File: config.mk
export PLATFORM = sky130hd
export DESIGN_NAME = pc_stack_counter_flat
export DESIGN_NICKNAME = d
export VERILOG_FILES = /design/src/rtl/pc_stack_pkg.sv /design/src/rtl/pc_stack_counter_if.sv /design/src/rtl/ras_lifo.sv /design/src/rtl/pc_stack_counter.sv /design/src/flat_wrapper.sv
export SDC_FILE = /design/constraint.sdc
export NUM_CORES = 1
export LEC_CHECK = 0
export BUFFER_PORTS_ARGS = -buffer_cell sky130_fd_sc_hd__buf_2
export CAP_MARGIN = 25
export CORE_MARGIN = 8
export CORE_UTILIZATION = 57
export DETAILED_ROUTE_END_ITERATION = 8
export GPL_TIMING_DRIVEN = 0
export PLACE_DENSITY_LB_ADDON = 0.25
export SYNTH_ARGS = -nofsm -noshare
export SYNTH_HDL_FRONTEND = slang
export SYNTH_HIERARCHICAL = 1
export SYNTH_SLANG_ARGS = --single-unit
File: constraint.sdc
create_clock -name clk -period 2.5 [get_ports clk]
set_clock_uncertainty 0.15 [all_clocks]
set_input_delay 0 -clock clk [delete_from_list [all_inputs] [get_ports clk]]
set_output_delay 0 -clock clk [all_outputs]
set_load 0.02 [all_outputs]
File: src/rtl/pc_stack_pkg.sv
// Shared op encoding and strobe decode for the PC / return-stack unit.
// Controller and counter both use pc_decode so priority stays consistent.
package pc_stack_pkg;

  typedef enum logic [2:0] {
    OP_HOLD,
    OP_INC,
    OP_SKIP,
    OP_LOAD,
    OP_CALL,
    OP_RET,
    OP_ILLEGAL
  } op_t;

  function automatic op_t pc_decode(
    input logic load,
    input logic call,
    input logic ret,
    input logic skip,
    input logic enab
  );
    op_t op;
    if (load)
      op = OP_LOAD;
    else if (call && ret)
      op = OP_ILLEGAL;
    else if (call)
      op = OP_CALL;
    else if (ret)
      op = OP_RET;
    else if (skip)
      op = OP_SKIP;
    else if (enab)
      op = OP_INC;
    else
      op = OP_HOLD;
    return op;
  endfunction

endpackage

File: src/rtl/pc_stack_counter_if.sv
// Controller <-> PC/RAS bundle: strobes in, PC and stack status out.
// master = controller side, slave = counter side.
interface pc_stack_counter_if #(
  parameter int WIDTH = 5,
  parameter int DEPTH = 4
);

  logic [WIDTH-1:0]           cnt_in;
  logic                       load;
  logic                       call;
  logic                       ret;
  logic                       skip;
  logic                       enab;
  logic                       clr_err;
  logic [WIDTH-1:0]           cnt_out;
  logic                       wrap;
  logic [$clog2(DEPTH+1)-1:0] ras_count;
  logic                       ras_empty;
  logic                       ras_full;
  logic                       ras_ovf;
  logic                       ras_unf;

  modport master (
    output cnt_in, load, call, ret, skip, enab, clr_err,
    input  cnt_out, wrap, ras_count, ras_empty, ras_full,
    input  ras_ovf, ras_unf
  );

  modport slave (
    input  cnt_in, load, call, ret, skip, enab, clr_err,
    output cnt_out, wrap, ras_count, ras_empty, ras_full,
    output ras_ovf, ras_unf
  );

endinterface

File: src/rtl/ras_lifo.sv
// Circular return-address stack; a push when full overwrites the oldest.
// Overflow/underflow are reported as single-cycle event pulses.
module ras_lifo #(
  parameter int DEPTH = 4,
  parameter int WIDTH = 5
) (
  input  logic                       clk,
  input  logic                       rst,
  input  logic                       push,
  input  logic                       pop,
  input  logic [WIDTH-1:0]           push_data,
  output logic [WIDTH-1:0]           top_data,
  output logic [$clog2(DEPTH+1)-1:0] count,
  output logic                       full,
  output logic                       empty,
  output logic                       ovf,
  output logic                       unf
);

  localparam int PW = $clog2(DEPTH);
  localparam int CW = $clog2(DEPTH + 1);

  logic [WIDTH-1:0] mem [DEPTH];
  logic [PW-1:0]    ptr;
  logic [PW-1:0]    top_idx;
  logic             do_pop;

  assign full     = count == CW'(DEPTH);
  assign empty    = count == '0;
  assign do_pop   = pop && !empty;
  assign ovf      = push && full;
  assign unf      = pop && empty;
  assign top_idx  = ptr - 1'b1;
  assign top_data = mem[top_idx];

  // ptr marks the next free slot; when full it lands on the oldest entry
  always_ff @(posedge clk) begin
    if (push)
      mem[ptr] <= push_data;
  end

  always_ff @(posedge clk or negedge rst) begin
    if (!rst) begin
      ptr   <= '0;
      count <= '0;
    end else if (push) begin
      ptr <= ptr + 1'b1;
      if (!full)
        count <= count + 1'b1;
    end else if (do_pop) begin
      ptr   <= top_idx;
      count <= count - 1'b1;
    end
  end

endmodule

File: src/rtl/pc_stack_counter.sv
// Program counter with load/inc/skip and call/return via ras_lifo.
// Owns PC, wrap pulse and the sticky stack error flags.
module pc_stack_counter
  import pc_stack_pkg::*;
#(
  parameter int               WIDTH     = 5,
  parameter int               DEPTH     = 4,
  parameter logic [WIDTH-1:0] RESET_VAL = '0
) (
  input logic               clk,
  input logic               rst,
  pc_stack_counter_if.slave bus
);

  op_t              op;
  logic [WIDTH-1:0] pc;
  logic [WIDTH-1:0] pc_inc;
  logic [WIDTH-1:0] pc_skip;
  logic [WIDTH-1:0] top_data;
  logic             stk_empty;
  logic             stk_full;
  logic             ovf_ev;
  logic             unf_ev;
  logic             wrap_q;
  logic             ovf_q;
  logic             unf_q;

  assign op      = pc_decode(bus.load, bus.call, bus.ret,
                             bus.skip, bus.enab);
  assign pc_inc  = pc + WIDTH'(1);
  assign pc_skip = pc + WIDTH'(2);

  ras_lifo #(
    .DEPTH (DEPTH),
    .WIDTH (WIDTH)
  ) u_ras (
    .clk       (clk),
    .rst       (rst),
    .push      (op == OP_CALL),
    .pop       (op == OP_RET),
    .push_data (pc_inc),
    .top_data  (top_data),
    .count     (bus.ras_count),
    .full      (stk_full),
    .empty     (stk_empty),
    .ovf       (ovf_ev),
    .unf       (unf_ev)
  );

  always_ff @(posedge clk or negedge rst) begin
    if (!rst) begin
      pc     <= RESET_VAL;
      wrap_q <= 1'b0;
      ovf_q  <= 1'b0;
      unf_q  <= 1'b0;
    end else begin
      wrap_q <= 1'b0;
      unique case (op)
        OP_INC: begin
          pc     <= pc_inc;
          wrap_q <= pc_inc < pc;
        end
        OP_SKIP: begin
          pc     <= pc_skip;
          wrap_q <= pc_skip < pc;
        end
        OP_LOAD, OP_CALL: pc <= bus.cnt_in;
        OP_RET: begin
          if (!stk_empty)
            pc <= top_data;
        end
        default: pc <= pc;
      endcase
      // a new error event wins over a same-cycle clear
      ovf_q <= ovf_ev || (ovf_q && !bus.clr_err);
      unf_q <= unf_ev || (op == OP_ILLEGAL) ||
               (unf_q && !bus.clr_err);
    end
  end

  assign bus.cnt_out   = pc;
  assign bus.wrap      = wrap_q;
  assign bus.ras_empty = stk_empty;
  assign bus.ras_full  = stk_full;
  assign bus.ras_ovf   = ovf_q;
  assign bus.ras_unf   = unf_q;

endmodule

File: src/flat_wrapper.sv
// flat-port wrapper written by rule: the top's interface ports become plain ports
module pc_stack_counter_flat import pc_stack_pkg::*;
#(
  parameter int               WIDTH     = 5,
  parameter int               DEPTH     = 4,
  parameter logic [WIDTH-1:0] RESET_VAL = '0
)
  (clk, rst, bus_cnt_in, bus_load, bus_call, bus_ret, bus_skip, bus_enab, bus_clr_err, bus_cnt_out, bus_wrap, bus_ras_count, bus_ras_empty, bus_ras_full, bus_ras_ovf, bus_ras_unf);
  pc_stack_counter_if #(.WIDTH(WIDTH), .DEPTH(DEPTH)) bus_i ();
  input logic clk;
  input logic rst;
  input wire logic [$bits(bus_i.cnt_in)-1:0] bus_cnt_in;
  input wire logic [$bits(bus_i.load)-1:0] bus_load;
  input wire logic [$bits(bus_i.call)-1:0] bus_call;
  input wire logic [$bits(bus_i.ret)-1:0] bus_ret;
  input wire logic [$bits(bus_i.skip)-1:0] bus_skip;
  input wire logic [$bits(bus_i.enab)-1:0] bus_enab;
  input wire logic [$bits(bus_i.clr_err)-1:0] bus_clr_err;
  output wire logic [$bits(bus_i.cnt_out)-1:0] bus_cnt_out;
  output wire logic [$bits(bus_i.wrap)-1:0] bus_wrap;
  output wire logic [$bits(bus_i.ras_count)-1:0] bus_ras_count;
  output wire logic [$bits(bus_i.ras_empty)-1:0] bus_ras_empty;
  output wire logic [$bits(bus_i.ras_full)-1:0] bus_ras_full;
  output wire logic [$bits(bus_i.ras_ovf)-1:0] bus_ras_ovf;
  output wire logic [$bits(bus_i.ras_unf)-1:0] bus_ras_unf;
  assign bus_i.cnt_in = bus_cnt_in;
  assign bus_i.load = bus_load;
  assign bus_i.call = bus_call;
  assign bus_i.ret = bus_ret;
  assign bus_i.skip = bus_skip;
  assign bus_i.enab = bus_enab;
  assign bus_i.clr_err = bus_clr_err;
  assign bus_cnt_out = bus_i.cnt_out;
  assign bus_wrap = bus_i.wrap;
  assign bus_ras_count = bus_i.ras_count;
  assign bus_ras_empty = bus_i.ras_empty;
  assign bus_ras_full = bus_i.ras_full;
  assign bus_ras_ovf = bus_i.ras_ovf;
  assign bus_ras_unf = bus_i.ras_unf;
  pc_stack_counter #(.WIDTH(WIDTH), .DEPTH(DEPTH), .RESET_VAL(RESET_VAL)) u_core (.clk(clk), .rst(rst), .bus(bus_i));
endmodule
==> run summary, run 1 <==
Routed wire per std cell - 16.4 µm
number of global-route vias before repair - 1,446
unrepaired setup endpoints after global routing - no
Least-Margin Pin Slew - 811 ps
worst slack, placed - 173 ps
clock buffer depth - 2
Max Slew Vio Count - 0
Peak VDD IR - 630 µV
CP Cell Sequence - buf_6 -> inv_1 -> ha_1 -> mux4_2 -> inv_1 -> a2111oi_0 -> o21bai_1 -> a21oi_1
Reg clk slew, reported paths - 110 ps
Power, Total - 2.20 mW
ant diodes - 0
area occupied by multi-input gates - 917 µm²
clk root buf - clkbuf_4
Post-synth EDFFs - 20
CP delay by family, top - compound AO/OA/AOI/OAI gates
#FFs+latches synth - 33
Top FF cell, synth - edfxtp_1
register area share after synthesis - 0.479
endpoints failing setup - 0
synthesis warning total - 6
Final #Nets - 232
DR vias - 1,460
setup TNS - 0 ps
drt total wl - 4180 µm
port buffer count - 25
leakage - 0.968 nW
residual DRC count - 0
max_cap viols - 0
die area - 5510 µm²
vias per cell - 5.73
Mapped Cells - 163
Placer Congestion - 0.864
post-route setup slack - 94.4 ps
hpwl dp - 2910 µm
post-route ant nets - 0
Area growth, synth to finish - 22.1%
Detailed Routing Iterations Pass 1 - 4
FF/Latch Area - 926 µm²
syn nets - 187
CP peak stage delay - 480 ps
largest net degree at the start of global routing - 14
endpoint type of the worst setup path - flip-flop
max_slew headroom - 0.457
Crit Path Category - reg -> reg
crit-path most repeated cell - inv_1
initial antenna violation count - 0
Synth cell types - 52
Overflow after GRT - 0
cts bufs inserted - 5
Hold/Removal Path Class - in -> reg
H-tree Lvls - 2
final hold vios - 0
chip height - 74.3 µm
TritonCTS Sinks - 33
slowest CP cell - ha_1
max frequency - 416 MHz
Worst Path Buf+Inv - 3
CTS tree - yes
pwr/cell area - 932 nW/µm²
gr usage total - 0.164
Initial Util - 0.584
status - completed
layout cell share with drive strength beyond 1 - 0.254
global-route wire length before repair - 6810 µm
Post-Syn Area - 1930 µm²
Period minus WS final - 2410 ps
Die W - 74.3 µm
Skew-Pair Late Insertion Delay - 340 ps
asr flop ratio synth - 0.394
CP arrival - 2520 ps
initial DRC count - 77
FILL cells - 225
CP Launch Type - flip-flop
Core Box Area - 3310 µm²
IO Count - 26
Final period util - 0.962
Worst Path Max Fanout - 7
synthesized area per cell - 11.9 µm²
Critical Path RT - 2620 ps
row count - 21
worst paths after layout:
kind                                startpoint               endpoint  slack (ps)  cells past startpoint
max                        u_core/u_ras/ptr[0]  u_core/bus.cnt_out[4]          90                      8
min                                   bus_skip        u_core/bus.wrap          60                      4
max reg2reg                u_core/u_ras/ptr[0]  u_core/bus.cnt_out[4]          90                      8
min reg2reg                 u_core/bus.ras_ovf     u_core/bus.ras_ovf         340                      1
max in group asynchronous                  rst    u_core/u_ras/ptr[0]        1180                      3
min in group asynchronous                  rst  u_core/bus.cnt_out[3]         590                      3
through the flow:
stage | std cells | cell area [µm²] | utilization | hold WS (ps)
3_3_place_gp | 234 | 2120 | 0.639 | -242
4_1_cts | 255 | 2350 | 0.711 | 11.3
6_report | 255 | 2360 | 0.713 | 56.6
5_1_grt | 255 | 2360 | 0.713 | 103
3_5_place_dp | 234 | 2120 | 0.639 | -235
2_1_floorplan | 163 | 1930 | - | -446
worst reg2reg max path, cell delays in order (launching register included):
cell and delay, ps:
dfrtp_1 400, buf_6 160, inv_1 90, ha_1 480, mux4_2 250, inv_1 50
a2111oi_0 480, o21bai_1 140, a21oi_1 140
metal layers:
metal | vias to the layer above | global-route usage | share of wire
li1 | 700 | - | -
met1 | 714 | 0.195 | 0.41
met2 | 38 | 0.282 | 0.52
met3 | 8 | 0.0337 | 0.053
met4 | 0 | 0.0696 | 0.017
met5 | - | 0 | 0
cell usage in the layout, fill, tap and decap left out, drive strengths merged, types with 5 or more instances in the layout:
master	synthesis	final
ha	10	10
dfrtp	13	13
o21ai	10	10
a21oi	11	11
inv	12	13
dlygate4sd3	0	13
clkbuf	2	7
and2	7	7
buf	5	30
nand2	10	10
mux4	5	5
edfxtp	20	20
nor2	6	6
Yosys cell counts (2+ instances only):
| master | instances | area (µm²) |
|---|---|---|
| mux4_2 | 5 | 113 |
| inv_1 | 12 | 45.0 |
| nor2b_1 | 4 | 25.0 |
| clkbuf_1 | 2 | 7.51 |
| buf_6 | 3 | 33.8 |
| nor2_1 | 6 | 22.5 |
| nor3b_2 | 2 | 25.0 |
| a21oi_1 | 10 | 50.1 |
| nand2_1 | 10 | 37.5 |
| nor3_1 | 2 | 10.0 |
| xnor2_1 | 4 | 35.0 |
| a22oi_1 | 2 | 15.0 |
| a22o_1 | 3 | 26.3 |
| o21ai_0 | 10 | 50.1 |
| and2_1 | 6 | 37.5 |
| nand3_1 | 3 | 15.0 |
| nor3b_1 | 2 | 15.0 |
| dfrtp_1 | 13 | 325 |
| edfxtp_1 | 20 | 601 |
| xor2_1 | 2 | 17.5 |
| ha_1 | 10 | 125 |
| o22ai_1 | 2 | 12.5 |
kinds of logic (layout without fill, tap and decap cells):
| logic type | after synthesis | count (layout) | synth area share |
|---|---|---|---|
| flip-flops | 33 | 33 | 0.479 |
| multiplexers | 6 | 6 | 0.0634 |
| buffers and inverters | 19 | 65 | 0.0511 |
| XOR/XNOR | 6 | 6 | 0.0272 |
| AO/OA/AOI/OAI | 42 | 42 | 0.157 |
| AND/OR/NAND/NOR | 46 | 46 | 0.148 |
| adder cells (fa/ha/maj) | 11 | 11 | 0.0750 |
sequential cells by signal, summed over array words and instances, names as in the netlist:
register	flops
u_core/u_ras/mem	20
u_core/bus.cnt_out	5
u_core/bus.ras_ovf	1
u_core/bus.ras_unf	1
u_core/u_ras/ptr	2
u_core/u_ras/count	3
u_core/bus.wrap	1
area by class of cell:
type                       instances  area share
clock inverter                     3      0.0291
buffer                             7      0.0228
clock buffer                       5      0.0159
timing repair buffer              38       0.108
inverter                          12      0.0191
sequential                        33       0.392
multi-input combinational        111       0.388
tap                               46      0.0244
power by group:
part           switching (mW)  total, mW  internal [mW]
clock network           0.197      0.511          0.315
registers               0.117      0.818          0.701
logic                   0.483      0.871          0.387
timing repair:
| item | 4_1_cts | 5_1_grt |
|---|---|---|
| endpoints found under the hold margin | 24 | 0 |
| endpoints found under the setup margin | 0 | 1 |
| buffers inserted | 0 | 0 |
| resized for setup | 0 | 2 |
| hold buffers | 13 | 0 |
No activity file was read; power rests on OpenSTA's default activity.
==> run 2, diff against run 1 <==
--- a/config.mk
+++ b/config.mk
@@ -8,7 +8,7 @@
 export BUFFER_PORTS_ARGS = -buffer_cell sky130_fd_sc_hd__buf_2
 export CAP_MARGIN = 25
 export CORE_MARGIN = 8
-export CORE_UTILIZATION = 57
+export CORE_UTILIZATION = 58
 export DETAILED_ROUTE_END_ITERATION = 8
 export GPL_TIMING_DRIVEN = 0
 export PLACE_DENSITY_LB_ADDON = 0.25
==> constraint.sdc (replaced) <==
create_clock -name clk -period 2.95 [get_ports clk]
set_clock_uncertainty 0.15 [all_clocks]
set_input_delay 0 -clock clk [delete_from_list [all_inputs] [get_ports clk]]
set_output_delay 0 -clock clk [all_outputs]
set_load 0.02 [all_outputs]
==> run 2 against run 1 <==
Clock power is 15% lower. Sequential power is 15% lower. Register-to-register slack better by 60 ps. Total power is 15% lower. Via count is 1.8% higher. Combinational power is 14% lower. Setup slack better by 64 ps. Global-route usage is 0.84 points higher. Critical path type unchanged. Critical endpoint is now u_core/bus.cnt_out[2]. Largest cell class unchanged. Largest power group unchanged. Highest routed layer unchanged.
==> run summary, run 2 (synthesis gave the netlist of run 1 again) <==
number of global-route vias before repair - 1,542 (+6.6%)
Final #Nets - 231 (-0.43%)
Max Slew Vio Count - 0 (unchanged)
CP Launch Type - flip-flop
row count - 21 (unchanged)
drt total wl - 4340 µm (+4.0%)
initial antenna violation count - 0 (unchanged)
clock buffer depth - 2 (unchanged)
status - completed
post-route setup slack - 158 ps (+63.9 ps)
most frequent cells in the layout - buf_2, edfxtp_1, dfrtp_1
FILL cells - 253 (+12%)
setup TNS - 0 ps (unchanged)
CP arrival - 2880 ps (+360 ps)
Crit Path Category - reg -> reg
IO Count - 26 (unchanged)
commonest non-fill, non-tap cell in the layout - buf_2
Biggest register - u_core/u_ras/mem
clk root buf - clkbuf_4
Core Box Area - 3260 µm² (-1.6%)
Worst Path Max Fanout - 7 (unchanged)
port buffer count - 25 (unchanged)
largest net degree at the start of global routing - 14 (unchanged)
max_cap viols - 0 (unchanged)
Skew-Pair Late Insertion Delay - 340 ps (about the same)
ant diodes - 0 (unchanged)
endpoint type of the worst setup path - flip-flop
max frequency - 358 MHz (-14%)
global-route wire length before repair - 7110 µm (+4.4%)
post-route ant nets - 0 (unchanged)
Area growth, synth to finish - 21.3%
gr usage total - 0.173 (+0.00841)
Detailed Routing Iterations Pass 1 - 4 (unchanged)
TritonCTS Sinks - 33 (unchanged)
placed cells - 234 (unchanged)
final hold vios - 0 (unchanged)
max_slew headroom - 0.432 (-0.0247)
die area - 5440 µm² (-1.4%)
Critical Path RT - 3030 ps (+410 ps)
Die W - 73.8 µm (-0.68%)
Hold/Removal Path Class - in -> reg
cts bufs inserted - 5 (unchanged)
initial DRC count - 107 (+39%)
worst slack, placed - 653 ps (+480 ps)
Least-Margin Pin Slew - 848 ps (+36.9 ps)
residual DRC count - 0 (unchanged)
Overflow after GRT - 0 (unchanged)
Largest register FFs - 20 (unchanged)
Peak VDD IR - 533 µV (-15%)
layout cell share with drive strength beyond 1 - 0.255 (+0.00122)
fin cells - 254 (-0.39%)
H-tree Lvls - 2 (unchanged)
Final period util - 0.946 (-0.0159)
Placer Congestion - 0.886 (+2.5%)
unrepaired setup endpoints after global routing - no
hpwl dp - 2990 µm (+2.7%)
vias per cell - 5.85 (+2.3%)
Power, Total - 1.87 mW (-15%)
pwr/cell area - 799 nW/µm² (-14%)
DR vias - 1,487 (+1.8%)
leakage - 0.963 nW (-0.52%)
Reg clk slew, reported paths - 110 ps (about the same)
endpoints failing setup - 0 (unchanged)
Routed wire per std cell - 17.1 µm (+4.4%)
CTS tree - yes
chip height - 73.8 µm (-0.68%)
Period minus WS final - 2790 ps (+386 ps)
Initial Util - 0.594 (+0.00942)
Min Hold Slack - 32.4 ps (-24.1 ps)
[run 2: final timing paths]
check / end / slack (ps) / start / depth (start not counted)
worst max-delay path: u_core/bus.cnt_out[2] / 160 / u_core/u_ras/ptr[0] / 8
worst min-delay path: u_core/bus.cnt_out[4] / 30 / bus_enab / 4
worst max register to register: u_core/bus.cnt_out[2] / 160 / u_core/u_ras/ptr[0] / 8
worst min register to register: u_core/bus.ras_ovf / 340 / u_core/bus.ras_ovf / 1
max in group asynchronous: u_core/u_ras/ptr[1] / 1620 / rst / 3
min in group asynchronous: u_core/bus.cnt_out[2] / 600 / rst / 3
[run 2: worst max-delay path, stage by stage, from the launching register on]
cell           delay, ps
dfrtp_1              400
buf_6                160
inv_1                 90
ha_2                 430
mux4_2               330
a22o_1               210
a311oi_1             240
o22ai_1              120
dlygate4sd3_1        560
[run 2: cell type report]
| type | instances | area (µm²) | share of cell area |
|---|---|---|---|
| Tap cell | 46 | 57.6 | 0.0245 |
| Timing Repair Buffer | 37 | 245 | 0.105 |
| Clock buffer | 5 | 37.5 | 0.0160 |
| Sequential cell | 33 | 926 | 0.395 |
| Inverter | 12 | 45.0 | 0.0192 |
| Clock inverter | 3 | 68.8 | 0.0293 |
| Buffer | 7 | 53.8 | 0.0229 |
| Multi-Input combinational cell | 111 | 912 | 0.389 |
[run 2: through the flow]
step | utilization | cell area (µm²)
final | 0.720 | 2350
after CTS | 0.719 | 2340
after detailed placement | 0.650 | 2120
after floorplan | - | 1930
after global placement | 0.650 | 2120
after global routing | 0.720 | 2350
[run 2: repair_timing]
item                                   in CTS  in global routing
hold buffers                               12                  0
buffers inserted                            0                  0
setup endpoints to repair                   0                  1
endpoints found under the hold margin      22                  0
resized for setup                           0                  1
[run 2: power breakdown]
| part | leakage (nW) | total (mW) | switching (mW) | internal, mW |
|---|---|---|---|---|
| Combinational | 0.566 | 0.748 | 0.413 | 0.335 |
| Sequential | 0.341 | 0.694 | 0.0996 | 0.595 |
| Clock | 0.0558 | 0.433 | 0.166 | 0.267 |
[run 2: routing by layer]
layer | global-route usage | vias to the layer above | part of all wire
met3 | 0.0437 | 13 | 0.057
met2 | 0.299 | 55 | 0.51
met4 | 0.0887 | 0 | 0.030
met5 | 0 | - | 0
met1 | 0.190 | 717 | 0.40
li1 | - | 702 | -
